<file path="config.mk">
export PLATFORM = sky130hd
export DESIGN_NAME = mem_access_unit
export DESIGN_NICKNAME = d
export VERILOG_FILES = /design/src/rtl/mem_access_unit.sv
export SDC_FILE = /design/constraint.sdc
export NUM_CORES = 1
export LEC_CHECK = 0
export ABC_AREA = 1
export CAP_MARGIN = 20
export CORE_MARGIN = 3
export CORE_UTILIZATION = 36
export CTS_CLUSTER_SIZE = 10
export DETAILED_ROUTE_END_ITERATION = 8
export PLACE_DENSITY = 0.87
export SLEW_MARGIN = 40
export SYNTH_ARGS = -nofsm -noshare
export SYNTH_HDL_FRONTEND = slang
export SYNTH_SLANG_ARGS = --single-unit
</file>
<file path="constraint.sdc">
create_clock -name clk -period 1.6 [get_ports clk]
set_input_delay 0.32 -clock clk [delete_from_list [all_inputs] [get_ports clk]]
set_output_delay 0.32 -clock clk [all_outputs]
set_load 0.005 [all_outputs]
</file>
<file path="src/rtl/mem_access_unit.sv">
// MEM-stage sequencer: req/ack data-memory access with pipeline stall and beq/bne resolution.
// Optional access timeout is compiled in with `define MEM_TIMEOUT_EN.
module mem_access_unit #(
   parameter int DATA_W         = 32,
   parameter int ADDR_W         = 32,
   parameter int TIMEOUT_CYCLES = 16
) (
   input  logic              clk,
   input  logic              rst_n,
   input  logic              valid_in,
   input  logic              mem_read,
   input  logic              mem_write,
   input  logic              branch,
   input  logic              bne,
   input  logic              zero,
   input  logic [ADDR_W-1:0] alu_result,
   input  logic [DATA_W-1:0] write_data,
   output logic              stall,
   output logic              pc_src,
   output logic [DATA_W-1:0] load_data,
   output logic              load_valid,
   output logic              addr_err,
   output logic              mem_err,
   output logic              dmem_req,
   output logic              dmem_we,
   output logic [ADDR_W-1:0] dmem_addr,
   output logic [DATA_W-1:0] dmem_wdata,
   input  logic              dmem_ack,
   input  logic [DATA_W-1:0] dmem_rdata
);

   typedef enum logic [1:0] {S_IDLE, S_ACCESS, S_DONE} state_t;

   state_t            r_state;
   state_t            w_next;
   logic              r_req;
   logic              r_we;
   logic [ADDR_W-1:0] r_addr;
   logic [DATA_W-1:0] r_wdata;
   logic [DATA_W-1:0] r_load_data;
   logic              r_load_valid;
   logic              r_addr_err;
   logic              w_mem_op;
   logic              w_accept;
   logic              w_reject;
   logic              w_ack;
   logic              w_timeout;
   logic              w_leave;

   if (TIMEOUT_CYCLES < 1) begin : g_bad_cfg
      $error("TIMEOUT_CYCLES must be >= 1");
   end

   assign w_mem_op = valid_in & (mem_read | mem_write);
   assign w_accept = w_mem_op & (mem_read ^ mem_write) & (alu_result[1:0] == 2'b00);
   assign w_reject = w_mem_op & ~w_accept;
   assign w_ack    = (r_state == S_ACCESS) & dmem_ack;
   assign w_leave  = w_ack | w_timeout;

`ifdef MEM_TIMEOUT_EN
   localparam int CNT_W = $clog2(TIMEOUT_CYCLES + 1);
   localparam logic [CNT_W-1:0] CNT_LAST = CNT_W'(TIMEOUT_CYCLES - 1);

   logic [CNT_W-1:0] r_cnt;
   logic             r_mem_err;

   // Counter holds the number of ACCESS cycles already spent; an ack in the last one still wins
   assign w_timeout = (r_state == S_ACCESS) & ~dmem_ack & (r_cnt == CNT_LAST);

   always_ff @(posedge clk or negedge rst_n) begin
      if (!rst_n) begin
         r_cnt     <= '0;
         r_mem_err <= 1'b0;
      end else begin
         r_mem_err <= w_timeout;
         if (r_state == S_IDLE && w_accept)
            r_cnt <= '0;
         else if (r_state == S_ACCESS)
            r_cnt <= r_cnt + 1'b1;
      end
   end

   assign mem_err = r_mem_err;
`else
   assign w_timeout = 1'b0;
   assign mem_err   = 1'b0;
`endif

   always_ff @(posedge clk or negedge rst_n) begin
      if (!rst_n) r_state <= S_IDLE;
      else        r_state <= w_next;
   end

   always_comb begin
      w_next = r_state;
      case (r_state)
         S_IDLE:   if (w_accept) w_next = S_ACCESS;
         S_ACCESS: if (w_leave)  w_next = S_DONE;
         S_DONE:   w_next = S_IDLE;
         default:  w_next = S_IDLE;
      endcase
   end

   always_comb begin
      stall = 1'b0;
      case (r_state)
         S_IDLE:   stall = w_accept;
         S_ACCESS: stall = 1'b1;
         default:  stall = 1'b0;
      endcase
   end

   // Request fields are captured once on accept and stay frozen until the access ends
   always_ff @(posedge clk or negedge rst_n) begin
      if (!rst_n) begin
         r_req        <= 1'b0;
         r_we         <= 1'b0;
         r_addr       <= '0;
         r_wdata      <= '0;
         r_load_data  <= '0;
         r_load_valid <= 1'b0;
         r_addr_err   <= 1'b0;
      end else begin
         if (r_state == S_IDLE && w_accept) begin
            r_req   <= 1'b1;
            r_we    <= mem_write;
            r_addr  <= {alu_result[ADDR_W-1:2], 2'b00};
            r_wdata <= write_data;
         end else if (w_leave) begin
            r_req <= 1'b0;
         end
         r_load_valid <= w_ack & ~r_we;
         if (w_ack && !r_we)
            r_load_data <= dmem_rdata;
         r_addr_err <= (r_state == S_IDLE) & w_reject;
      end
   end

   assign pc_src     = valid_in & branch & (bne ? ~zero : zero);
   assign dmem_req   = r_req;
   assign dmem_we    = r_we;
   assign dmem_addr  = r_addr;
   assign dmem_wdata = r_wdata;
   assign load_data  = r_load_data;
   assign load_valid = r_load_valid;
   assign addr_err   = r_addr_err;

endmodule

</file>
==> metrics.txt, run 1 <==
worst hold margin=-0.00996 ns; area occupied by multi-input gates=roughly 0.0013 mm²; maximum root-to-sink buffer count=2; Area growth syn-to-layout=64.4%; Slew Viols, Final=0; Initial Util=0.378; largest net degree at the start of global routing=101; Fin. Hold Viols=4; crit path launch=valid_in; Worst EP arrival=between 1 and 1.5 ns; most frequent cells in the layout=230 x nand2_1, 164 x clkdlybuf4s50_1, 100 x dfrtp_1; total wire length=11900 µm; Mapped Cells=443; global placement routability congestion=around 0.83; die area=approximately 0.012 mm²; Die H=111 µm; routed vias=3785; die width=~110 µm; Worst Setup Path Type=input port to output pin; first-pass GRT wire length=about 19000 µm; Worst R2R Setup Slack=0.12 ns; Core Rows=37; PwrDens=1270 mW/mm²; unrepaired setup endpoints after global routing=true; syn_area_per_cell=8.97 µm²; setup TNS=0 ns; Syn Std Cell Area=0.00398 mm²; synth top area cells=dfrtp_1 63%, nand2_1 22%, nand3_1 7.9%; vias in the first global route=3715; post-layout min period=around 1.6 ns; Final setup viols=0; Total Routing Usage GR=0.184; Final HPWL DP=8300 µm; ant diodes=0; fin nets=761; CP Capture Type=output pin; worst slew pin tran=between 0.6 and 0.7 ns; CTS clk-pin slew, worst paths=0.10 ns; #FFs+latches synth=100; pre-CTS setup slack=-0.649 ns; worst-path fanout max=2; reg2reg path depth=7; top cell type by total area after synthesis=dfrtp_1; setup slack after layout=about 0.000078 ns; Worst Skew=0.0131 ns; input/output buffers=204; Hold WC Path Type=input port to asynchronous set/reset pin; gr ovfl total=0; critical path launch point type=input port; Worst EP required=1.28 ns; sequential-to-total area share from yosys stat=0.630; Max Cap Viol=0; cts bufs inserted=9; drt pass-1 iters=5; clock sink total=100; worst vdd ir=0.000614 V; Antenna Nets Post-Route=0; root buffer cell=clkbuf_8; violated checks=hold timing; Tcrit/Tclk final=1.00; warnings from Yosys=0; # DRC=0; H-tree levels=3; core region area=~0.011 mm²; reg2reg end=dmem_wdata[11]$_DFFE_PN0P_; Max Fclk=between 600 and 700 MHz; clk_lat worst skew=between 0.3 and 0.4 ns; Yosys cell types=18; Avg WL per Cell=between 10 and 15 µm; initial antenna violation count=0; register area=around 0.0025 mm²; worst reg2reg path startpoint=r_state[1]$_DFFE_PN0P_; Ports=approximately 210; First DRT Iteration DRCs=about 250; Leak=3.63 nW; most common cell after layout, fill and taps aside=nand2_1; Synth top area share=0.630; Rel. slew slack=0.576; status=finished, violations left; layout cell share with drive strength beyond 1=0.0773; via/cell ratio=4.76; CTS tree=built; CP Capture Point=stall; fillers=867
==> critical path, stage by stage <==
cell,delay [ns]
clkdlybuf4s50_1,0.49
nand2_1,0.11
nor2_4,0.12
nand2_2,0.06
nand2_1,0.06
buf_2,0.12
==> state kept, by name (all words and copies together), names as in the netlist <==
signal      count
addr_err        1
dmem_req        1
dmem_we         1
load_valid      1
dmem_addr      30
r_state         2
load_data      32
dmem_wdata     32
==> through the flow <==
| step | utilization | total power [mW] | std cells | area, µm² |
|---|---|---|---|---|
| final | 0.622 | 8.32 | 796 | 6540 |
| after global routing | 0.622 | 8.80 | 796 | 6540 |
| after CTS | 0.602 | 8.33 | 781 | 6320 |
| after detailed placement | 0.580 | 6.60 | 763 | 6090 |
| after global placement | 0.580 | 6.47 | 763 | 6090 |
| after floorplan | - | 4.47 | 445 | 3980 |
==> synthesized netlist by cell type <==
cell type / count
nand2_1: 231
dfrtp_1: 100
nand3_1: 63
buf_2: 14
buf_4: 6
buf_6: 5
inv_1: 5
clkbuf_1: 4
inv_2: 3
nand2_2: 2
nor2_1: 2
o21ai_0: 2
conb_1: 1
ha_1: 1
nor2_2: 1
nor2_4: 1
nor3_1: 1
o21ai_1: 1
==> logic make-up after synthesis <==
kind of cell,synth area share
flops,0.630
other cells,0.000943
compound gates,0.00378
simple gates,0.308
buf+inv,0.0545
fa+ha+maj,0.00315
==> cell type report <==
cell class | instances | share of cell area
flip-flops and latches | 100 | 0.383
repair buffers | 228 | 0.357
multi-input cells | 308 | 0.196
well taps | 136 | 0.0260
clock buffers | 12 | 0.0253
clock inverters | 4 | 0.00842
inverters | 8 | 0.00460
==> layer usage <==
layer | vias up | wire, µm | GRT usage
li1 | 1793 | - | -
met1 | 1799 | 4650 | 0.217
met2 | 165 | 6110 | 0.322
met3 | 28 | 762 | 0.0502
met4 | 0 | 374 | 0.0673
met5 | - | 0 | 0
==> power breakdown <==
group | internal, mW | total (mW) | switching (mW) | leakage [nW]
registers | 3.27 | 3.69 | 0.414 | 1.27
clock network | 0.861 | 1.70 | 0.835 | 0.109
logic | 1.85 | 2.93 | 1.08 | 2.25
total | 5.98 | 8.32 | 2.33 | 3.63
==> repair_timing <==
item                       4_1_cts  5_1_grt
pin swaps                        4        3
setup buffers                    2       15
setup endpoints to repair       69      110
gates resized for setup          9       39
hold buffers                     0        0
==> worst min-delay path by stage <==
stage and end:
6_report load_data[12]$_DFFE_PN0P_, 5_1_grt load_data[11]$_DFFE_PN0P_, 4_1_cts load_data[12]$_DFFE_PN0P_, 3_5_place_dp load_data[12]$_DFFE_PN0P_
3_3_place_gp load_data[13]$_DFFE_PN0P_, 2_1_floorplan addr_err$_DFF_PN0_
(Power assumes the default switching activity.)
==> run 2, diff against run 1 <==
==> constraint.sdc (replaced) <==
create_clock -name clk -period 1.6 [get_ports clk]
set_input_delay 0.16 -clock clk [delete_from_list [all_inputs] [get_ports clk]]
set_output_delay 0.16 -clock clk [all_outputs]
set_load 0.005 [all_outputs]
==> run 2 against run 1 <==
Compared with the run above: the run now ends clean; die area unchanged; cell area fell by 2.3%; core utilization decreased by 1.4 points; highest routed layer is now met5.
==> metrics.txt, run 2 (synthesis gave the netlist of run 1 again) <==
status=completed; Tcrit/Tclk final=0.943; Ports=208; most common cell after layout, fill and taps aside=nand2_1; unrepaired setup endpoints after global routing=false; CTS clk-pin slew, worst paths=0.10 ns; final std cells w/o fill=786; final instance area=0.00638 mm²; Avg WL per Cell=14.9 µm; area occupied by multi-input gates=0.00129 mm²; PwrDens=1280 mW/mm²; worst-path fanout max=2; H-tree levels=3; worst slew pin tran=approximately 0.5 ns; Fin. Hold Viols=0; die width=111 µm; Worst EP arrival=1.35 ns; Core Rows=37; Hold WC Path Type=input port to register; CP Capture Type=output pin; clock sink total=100; cell breakdown of the critical path=clkdlybuf4s50_1 > o21ai_0 > nor2_1 > clkdlybuf4s50_1; routed vias=3692; setup slack after layout=between 0.09 and 0.1 ns; clk_lat worst skew=0.35 ns; Worst Setup Path Type=input port to output pin; Antenna Nets Post-Route=0; gr ovfl total=0; top cell family by delay on the critical path=buffers and inverters; CP bufs+invs=2; cts bufs inserted=9; Die H=between 100 and 150 µm; most frequent CP cell=clkdlybuf4s50_1; worst vdd ir=0.000604 V; input/output buffers=204; core region area=~0.011 mm²; placed cell area=roughly 0.0062 mm²; # DRC=0; Max Cap Viol=0; post-layout min period=1.51 ns; most frequent cells in the layout=229 x nand2_1, 201 x clkdlybuf4s50_1, 100 x dfrtp_1; maximum root-to-sink buffer count=2; Final HPWL DP=roughly 8700 µm; critical path launch point type=input port; layout cell share with drive strength beyond 1=0.0662; register area=0.00250 mm²; root buffer cell=clkbuf_8; Area growth syn-to-layout=60.6%; first-pass GRT wire length=19300 µm; ant diodes=0; largest net degree at the start of global routing=101; Total Routing Usage GR=0.191; global placement routability congestion=roughly 0.8; total power draw=roughly 8 mW; Final setup viols=0; worst hold margin=0.206 ns; drt pass-1 iters=4; fin util=0.608; vias in the first global route=roughly 3800; cell count after placement=between 700 and 800; die area=0.0123 mm²; Slew Viols, Final=0; Max Fclk=663 MHz; pre-CTS setup slack=-0.344 ns; Initial Util=0.378; Rel. slew slack=0.661; fillers=902; Max stage delay on crit path=0.51 ns; setup TNS=0 ns; CTS tree=built; Worst Skew=0.0164 ns; initial antenna violation count=1; Worst EP required=between 1 and 1.5 ns; Leak=3.12 nW; slowest CP cell=clkdlybuf4s50_1; via/cell ratio=4.70; total wire length=11700 µm; fin nets=751; First DRT Iteration DRCs=285
run 2: repair_timing:
item	in CTS	in global routing
gates resized for setup	8	2
endpoints found under the hold margin	100	0
pin swaps	1	2
setup buffers	1	0
hold buffers	1	0
endpoints found under the setup margin	1	21
run 2: path summary, 6_finish.rpt:
path | slack (ns) | depth (start not counted) | start | to
hold reg to reg | 0.47 | 2 | dmem_addr[18]$_DFFE_PN0P_ | dmem_addr[18]$_DFFE_PN0P_
setup reg to reg | 0.14 | 6 | r_state[0]$_DFFE_PN0P_ | dmem_wdata[3]$_DFFE_PN0P_
setup / recovery | 0.09 | 4 | valid_in | pc_src
hold / removal | 0.21 | 3 | mem_write | dmem_we$_DFFE_PN0P_
max in group asynchronous | 0.79 | 3 | rst_n | dmem_wdata[25]$_DFFE_PN0P_
min in group asynchronous | 0.40 | 3 | rst_n | load_data[13]$_DFFE_PN0P_
run 2: final cells by class:
type,instances,share of cell area
sequential,100,0.392
timing repair buffer,218,0.343
multi-input combinational,308,0.202
tap,136,0.0267
clock buffer,11,0.0221
clock inverter,5,0.00960
inverter,8,0.00470
run 2: tightest hold or removal path: cells and delay by family:
kind                   cells  cell delay (ns)
buffers and inverters      1             0.22
and+or+nand+nor            2             0.14
run 2: where the power goes:
group | switching [mW] | internal [mW] | total [mW]
clock network | 0.841 | 0.773 | 1.61
logic | 1.04 | 1.80 | 2.84
registers | 0.436 | 3.28 | 3.71
run 2: routing by layer:
metal	global-route usage	part of all wire
met1	0.225	0.38
met2	0.335	0.52
met3	0.0480	0.073
met4	0.0754	0.031
met5	0	0.00094
